`src/rtl/disp_scan_sched.sv`:
```
// rtl/disp_scan_sched.sv - 8-digit 7-segment scan scheduler with double-buffered display word
// Optional leading-zero suppression is compiled in with DISP_LZ_SUPPRESS_EN.
module disp_scan_sched #(
  parameter int DWELL = 1024,
  parameter int BLANK = 16,
  parameter int CNT_W = 16
) (
  input  logic        CLK,
  input  logic        RST_N,
  input  logic        EN,
  input  logic        load_valid,
  output logic        load_ready,
  input  logic [31:0] load_data,
  input  logic [7:0]  load_dp,
  input  logic [7:0]  digit_mask,
  output logic [7:0]  drains,
  output logic [3:0]  tetrade,
  output logic        dot,
  output logic        frame_done
);

  typedef enum logic [1:0] {IDLE, SHOW, GAP} state_t;

  localparam logic [CNT_W-1:0] DWELL_LD = CNT_W'(DWELL - 1);
  localparam logic [CNT_W-1:0] BLANK_LD = CNT_W'((BLANK > 0) ? BLANK - 1 : 0);

  state_t           state, nxt_state;
  logic [2:0]       idx, nxt_idx;
  logic [CNT_W-1:0] cnt, nxt_cnt;
  logic [31:0]      active, shadow, nxt_active;
  logic [7:0]       active_dp, shadow_dp, nxt_active_dp;
  logic             pending;
  logic             wrap, accept, swap, lit;

`ifdef DISP_LZ_SUPPRESS_EN
  logic [2:0] lz_top, nxt_top;

  function automatic logic [2:0] top_nz(input logic [31:0] w);
    logic [2:0] t;
    t = 3'd0;
    for (int i = 1; i < 8; i++)
      if (w[4*i +: 4] != 4'd0) t = 3'(i);
    return t;
  endfunction
`endif

  always_comb begin
    nxt_state = state;
    nxt_idx   = idx;
    nxt_cnt   = cnt;
    wrap      = 1'b0;
    if (!EN) begin
      nxt_state = IDLE;
      nxt_idx   = 3'd0;
      nxt_cnt   = '0;
    end else begin
      case (state)
        IDLE: begin
          nxt_state = SHOW;
          nxt_idx   = 3'd0;
          nxt_cnt   = DWELL_LD;
        end
        SHOW: begin
          if (cnt != '0) begin
            nxt_cnt = cnt - CNT_W'(1);
          end else if (BLANK > 0) begin
            nxt_state = GAP;
            nxt_cnt   = BLANK_LD;
          end else begin
            nxt_idx = idx + 3'd1;
            nxt_cnt = DWELL_LD;
            wrap    = (idx == 3'd7);
          end
        end
        GAP: begin
          if (cnt != '0) begin
            nxt_cnt = cnt - CNT_W'(1);
          end else begin
            nxt_state = SHOW;
            nxt_idx   = idx + 3'd1;
            nxt_cnt   = DWELL_LD;
            wrap      = (idx == 3'd7);
          end
        end
        default: begin
          nxt_state = IDLE;
          nxt_idx   = 3'd0;
          nxt_cnt   = '0;
        end
      endcase
    end
  end

  // Swap only at frame boundaries (or while parked) so a frame never mixes two words.
  always_comb begin
    accept        = load_valid & load_ready;
    swap          = pending & ((state == IDLE) | wrap);
    nxt_active    = swap ? shadow : active;
    nxt_active_dp = swap ? shadow_dp : active_dp;
`ifdef DISP_LZ_SUPPRESS_EN
    nxt_top = swap ? top_nz(shadow) : lz_top;
    lit     = digit_mask[nxt_idx] & (nxt_idx <= nxt_top);
`else
    lit     = digit_mask[nxt_idx];
`endif
  end

  always_ff @(posedge CLK or negedge RST_N) begin
    if (!RST_N) begin
      state      <= IDLE;
      idx        <= 3'd0;
      cnt        <= '0;
      active     <= '0;
      active_dp  <= '0;
      shadow     <= '0;
      shadow_dp  <= '0;
      pending    <= 1'b0;
      load_ready <= 1'b1;
      frame_done <= 1'b0;
      drains     <= '0;
      tetrade    <= '0;
      dot        <= 1'b0;
`ifdef DISP_LZ_SUPPRESS_EN
      lz_top     <= 3'd0;
`endif
    end else begin
      state      <= nxt_state;
      idx        <= nxt_idx;
      cnt        <= nxt_cnt;
      active     <= nxt_active;
      active_dp  <= nxt_active_dp;
      if (accept) begin
        shadow    <= load_data;
        shadow_dp <= load_dp;
      end
      pending    <= accept | (pending & ~swap);
      load_ready <= accept ? 1'b0 : ~pending;
      frame_done <= wrap;
      drains     <= ((nxt_state == SHOW) && lit) ? (8'd1 << nxt_idx) : 8'd0;
      if (nxt_state == SHOW) begin
        tetrade <= nxt_active[{nxt_idx, 2'b00} +: 4];
        dot     <= nxt_active_dp[nxt_idx];
      end
`ifdef DISP_LZ_SUPPRESS_EN
      lz_top     <= nxt_top;
`endif
    end
  end

endmodule

```
`config.mk`:
```
export PLATFORM = sky130hd
export DESIGN_NAME = disp_scan_sched
export DESIGN_NICKNAME = d
export VERILOG_FILES = /design/src/rtl/disp_scan_sched.sv
export SDC_FILE = /design/constraint.sdc
export NUM_CORES = 1
export LEC_CHECK = 0
export CAP_MARGIN = 40
export CORE_UTILIZATION = 60
export DETAILED_ROUTE_END_ITERATION = 8
export PLACE_DENSITY = 0.82
export SLEW_MARGIN = 5
export SYNTH_ARGS = -nofsm -noshare
export SYNTH_HDL_FRONTEND = slang
export SYNTH_SLANG_ARGS = --single-unit
```
`constraint.sdc`:
```
create_clock -name CLK -period 7.1 [get_ports CLK]
set_input_delay 1.775 -clock CLK [delete_from_list [all_inputs] [get_ports CLK]]
set_output_delay 1.775 -clock CLK [all_outputs]
set_load 0.005 [all_outputs]
```
# --- Word level (Yosys, flattened, before mapping) ---
# Index checks and enable logic that the tools add are counted.
word_totals:
  inputBits: 52
  out_inout_bits: 15
  reg_bits: 117
op_classes:
  shifts: 2
  bitwise_logic: 7
  n_mux: 22
  order_cmp: 1
  n_eq_ne: 4
  n_reduce_logical: 3
  add_sub_neg: 2
op_table:
  columns: ["op", "count"]
  rows:
  - ["$mux W16", 3]
  - ["$pmux W16 S3", 1]
  - ["$mux W32", 1]
  - ["$shiftx A32 B6 Y4", 1]
  - ["$mux W8", 2]
  - ["$reduce_bool A16 Y1", 1]
  - ["$sub A16 B1 Y16 const B", 1]
  - ["$shl A1 B3 Y8 const A", 1]
  - ["$bmux W1 S3", 2]
  - ["$mux W1", 6]
  - ["$mux W2", 3]
  - ["$mux W3", 2]
  - ["$pmux W2 S3", 1]
  - ["$pmux W3 S2", 1]
  - ["$eq A2 B1 Y1 const B", 2]
  - ["$lt A3 B4 Y1 const B", 1]
  - ["$add A3 B1 Y3 const B", 1]
  - ["$and A1 B1 Y1", 3]
  - ["$eq A3 B3 Y1 const B", 1]
  - ["$eq A2 B2 Y1 const B", 1]
  - ["$logic_not A2 Y1", 1]
  - ["$not A1 Y1", 2]
  - ["$or A1 B1 Y1", 2]
  - ["$logic_and A1 B1 Y1", 1]

# --- Logic depth before layout (Yosys ltp) ---
depth:
  ltp_word: 9
  ltp_mapped: 13

# --- Least setup slack after synthesis ---
# No wires, ideal clock.
synth_timing:
  kind: "input-to-reg"
  from: "input EN"
  to: "register tetrade[1]"
  path_stages: 10
  arrival_time_ps: 3328
  path_buffers: 2
  setup_slack_ps: 3689
  path_cell_list: "and2_1 > nand3_1 > mux2_4 > and2_4 > buf_8 > inv_8 > buf_2 > nand2_1 > a221o_1 > a41oi_2"
synth_between:
  elab_chain_len: 5
  elab_cells_between_ends: 8
  classes_between: "eq/ne (1); shift (1); mux (4); bitwise (2)"
synth_rtl:
  columns: ["item", "line_no", "source"]
  rows:
  - ["start, declared", "10", "input logic EN,"]
  - ["$mux W1", "52", "if (!EN) begin"]
  - ["$or A1 B1 Y1", "97", "swap = pending & ((state == IDLE) | wrap);"]
  - ["$and A1 B1 Y1", "97", null]
  - ["$mux W32", "98", "nxt_active = swap ? shadow : active;"]
  - ["$shiftx A32 B6 Y4", "141", "tetrade <= nxt_active[{nxt_idx, 2'b00} +: 4];"]
  - ["end signal, assigned", "141", null]
  - ["end, declared", "17", "output logic [3:0] tetrade,"]
# Several ways; a longest one is shown, not always the timed one.
# A chain may end at the register's enable or synchronous reset.

# --- Worst setup path in the final report ---
layout_timing:
  from: "input EN"
  to: "register tetrade[2]"
layout_between:
  elab_chain_len: 5
  elab_cells_between_ends: 8
  classes_between: "eq/ne (1); shift (1); mux (4); bitwise (2)"
layout_rtl:
  columns: ["item", "line_no", "source"]
  rows:
  - ["$mux W1", "52", null]
  - ["net wrap", "33", "logic wrap, accept, swap, lit;"]
  - ["$or A1 B1 Y1", "97", null]
  - ["$and A1 B1 Y1", "97", null]
  - ["$mux W32", "98", null]
  - ["$shiftx A32 B6 Y4", "141", null]
# The timed path passes the listed nets, and every way through them passes these cells.

==> run metrics <==
run status=complete, but fails checks; failing checks=DRC; grt total ovfl=0; CTS Hold Bufs=0; die area=9540 um2; DR vias=4,321; number of synthesized flops with an enable pin=0; vias per cell=6.13; Area Growth Syn to Fin=23.9%; crit-path leading delay family=buffers and inverters; Filler cells=573; number of remaining DRC errors=14; Inst Count DP=673; Hold Crit Class=reg -> reg; leading cell type in the layout, fill and taps excluded=nand2_1; startpoint types=input port; number of I/O port buffers=66; TNS Setup=0 ns; starting density of the core=0.624; Longest Clk Path Bufs=2; WP data required=7.48 ns; # clock sinks=117; Multi-input gate area=2400 um2; fin cells=705; FMAX=0.244 GHz; Crit Path Category=in -> reg; clk_skew=0.00617 ns; Simple-Gate Fraction of Synth Area=0.176; Die Width=97.7 um; register area share after synthesis=0.533; crit-path max FO=32; register bit total from synthesis=117; Hold Path End=active[0]$_DFF_PN0_; compound-cell area share of the yosys netlist=0.111; post-synthesis cell area=5490 um2; WL/cell=18.1 um; Post-Route WL=12,800 um; vias in the first global route=4,470; # IOs=67; Reg2Reg Setup Slack=3.39 ns; crit-path cells=clkdlybuf4s50_1, nand3_1, nor2_1, o21ai_4, buf_4, mux4_2, nand3_1, a41oi_1; PD cells=351 nW/um2; most used cell, CP=nand3_1; H-tree depth=4; largest net degree at the start of global routing=66; Routed Antenna Nets=0; Worst Hold Depth=2; largest family of logic cells by synthesized area=simple AND/OR/NAND/NOR gates; design area=6810 um2; core area=8810 um2; layout cells sized above 1=0.162; Detailed Routing Iterations Pass 1=7; Final Hold Viols=0; Placement Cell Area=6230 um2; Hold Startpoint=active[0]$_DFF_PN0_; Worst Setup End Kind=register; actual slew at the worst max-slew pin=0.850 ns; ys async rst share=1.00; Row Count=34; syn avg cell area=10.6 um2; count of final setup violators=0; first-pass GRT wire length=21,600 um; Mapped Nets=577; Worst R2R End=tetrade[3]$_DFFE_PN0N_; YS warnings=0; RSZ-0062 raised after global routing=false; most frequent cells in the layout=nand2_1, dfrtp_1, clkdlybuf4s50_1; Post-Synth XOR/XNOR Area=0.0191; worst r2r src=cnt[0]$_DFF_PN0_; WP buf/inv=2; clock slew at reported path FFs=0.06 ns; ANT cells=0; max incr delay on CP=0.70 ns; initial antenna violation count=0; slowest CP cell=o21ai_4; post_cts resized=0; mux cell area share after synthesis=0.113; Max VDD drop=0.230 mV; Lkg Pwr=3.03 nW; layout net count=643; Root Buffer=clkbuf_8; Final Max Slew Viols=0; max-cap violations=0; total CTS buffers=17; Post-CTS Setup Repair Bufs=0; Distinct cells, synth=54; CTS tree=built; Die Ht=97.7 um; Tcrit/Tclk final=0.578; Tot GR Track Use=0.295; insertion delay to the later sink of the worst-skew pair=0.52 ns; cells after synthesis=518; CP arrival=4.48 ns; placer congestion estimate=0.800; Slew headroom=0.431; min Tclk post-route=4.10 ns; Synth Flop Type=dfrtp_1; Detailed Place HPWL=8010 um; worst-case reg-to-reg path depth=11; adder-cell area share of the yosys netlist=0.0159; Sequential cell area=2930 um2; starting DRC count in detailed routing=324
-- where the power goes --
part | leakage, nW | total, W | internal (W) | switching (W)
sequential | 1.44 | 0.00106 | 0.000889 | 0.000172
combinational | 1.32 | 0.000492 | 0.000268 | 0.000223
clock | 0.274 | 0.000834 | 0.000532 | 0.000302
total | 3.03 | 0.00239 | 0.00169 | 0.000697
-- flip-flops by register name (all words and copies together), names as in the netlist --
register and count:
tetrade 4, dot 1, shadow 32, shadow_dp 8, frame_done 1, load_ready 1
active 32, drains 8, state 2, pending 1, cnt 16, active_dp 8
idx 3
-- tightest hold or removal path, cell delays in order, from the launching register on --
cell	delay (ns)
dfrtp_1	0.34
nand2_1	0.05
nand2_1	0.05
-- stage by stage --
stage / hold slack [ns] / power (W) / utilization / setup slack [ns]
2_1_floorplan: 0.425 / 0.00134 / - / 3.69
3_3_place_gp: 0.453 / 0.00150 / 0.701 / 2.38
3_5_place_dp: 0.461 / 0.00154 / 0.707 / 2.56
4_1_cts: 0.476 / 0.00239 / 0.773 / 3.04
5_1_grt: 0.497 / 0.00250 / 0.773 / 2.79
6_report: 0.472 / 0.00239 / 0.773 / 3.00
-- cell usage after synthesis, types with 4 or more instances --
cell	n	area, um2
xnor2_1	5	43.8
o21ai_0	12	60.1
nand2_1	152	571
a221o_1	4	40.0
ha_1	7	87.6
a21oi_1	16	80.1
nand3_1	4	20.0
buf_1	6	22.5
xor2_1	7	61.3
nor3_1	5	25.0
nand3b_1	4	30.0
a211o_1	10	87.6
a221oi_2	4	60.1
a221oi_1	6	52.6
a211oi_1	4	30.0
mux2_2	40	450
mux4_2	5	113
nor2_1	29	109
clkbuf_1	11	41.3
and3_1	8	50.1
mux2i_1	4	40.0
buf_2	4	20.0
inv_1	6	22.5
a41oi_2	4	65.1
and2_1	11	68.8
dfrtp_1	116	2900
-- layout make-up --
| cell class | count | area share |
|---|---|---|
| Multi-Input combinational cell | 369 | 0.352 |
| Tap cell | 108 | 0.0199 |
| Sequential cell | 117 | 0.430 |
| Clock buffer | 19 | 0.0620 |
| Inverter | 7 | 0.00496 |
| Clock inverter | 13 | 0.0232 |
| Timing Repair Buffer | 72 | 0.107 |
-- per-layer routing --
| metal | track usage | routed length (um) | up-vias |
|---|---|---|---|
| li1 | - | - | 1925 |
| met1 | 0.365 | 5030 | 2140 |
| met2 | 0.483 | 6410 | 218 |
| met3 | 0.0784 | 999 | 38 |
| met4 | 0.142 | 331 | 0 |
| met5 | 0 | 0 | - |
-- kinds of logic (layout without fill, tap and decap cells) --
| logic type | after synthesis | count (layout) |
|---|---|---|
| muxes | 50 | 50 |
| AOI/OAI and AO/OA | 76 | 76 |
| xor gates and xnor gates | 12 | 12 |
| and+or+nand+nor | 224 | 224 |
| DFF | 117 | 117 |
| adders and majority gates | 7 | 7 |
| buffers and inverters | 32 | 111 |
-- worst max path at each step --
stage,startpoint,endpoint,slack (ns),cells past startpoint
4_1_cts,EN,tetrade[2]$_DFFE_PN0N_,3.04,8
5_1_grt,EN,tetrade[2]$_DFFE_PN0N_,2.79,8
3_3_place_gp,EN,dot$_DFFE_PN0N_,2.38,8
2_1_floorplan,EN,tetrade[1]$_DFFE_PN0N_,3.69,10
3_5_place_dp,EN,tetrade[2]$_DFFE_PN0N_,2.56,8
6_report,EN,tetrade[2]$_DFFE_PN0N_,3.00,8
Power figures use the tool's default switching activity.
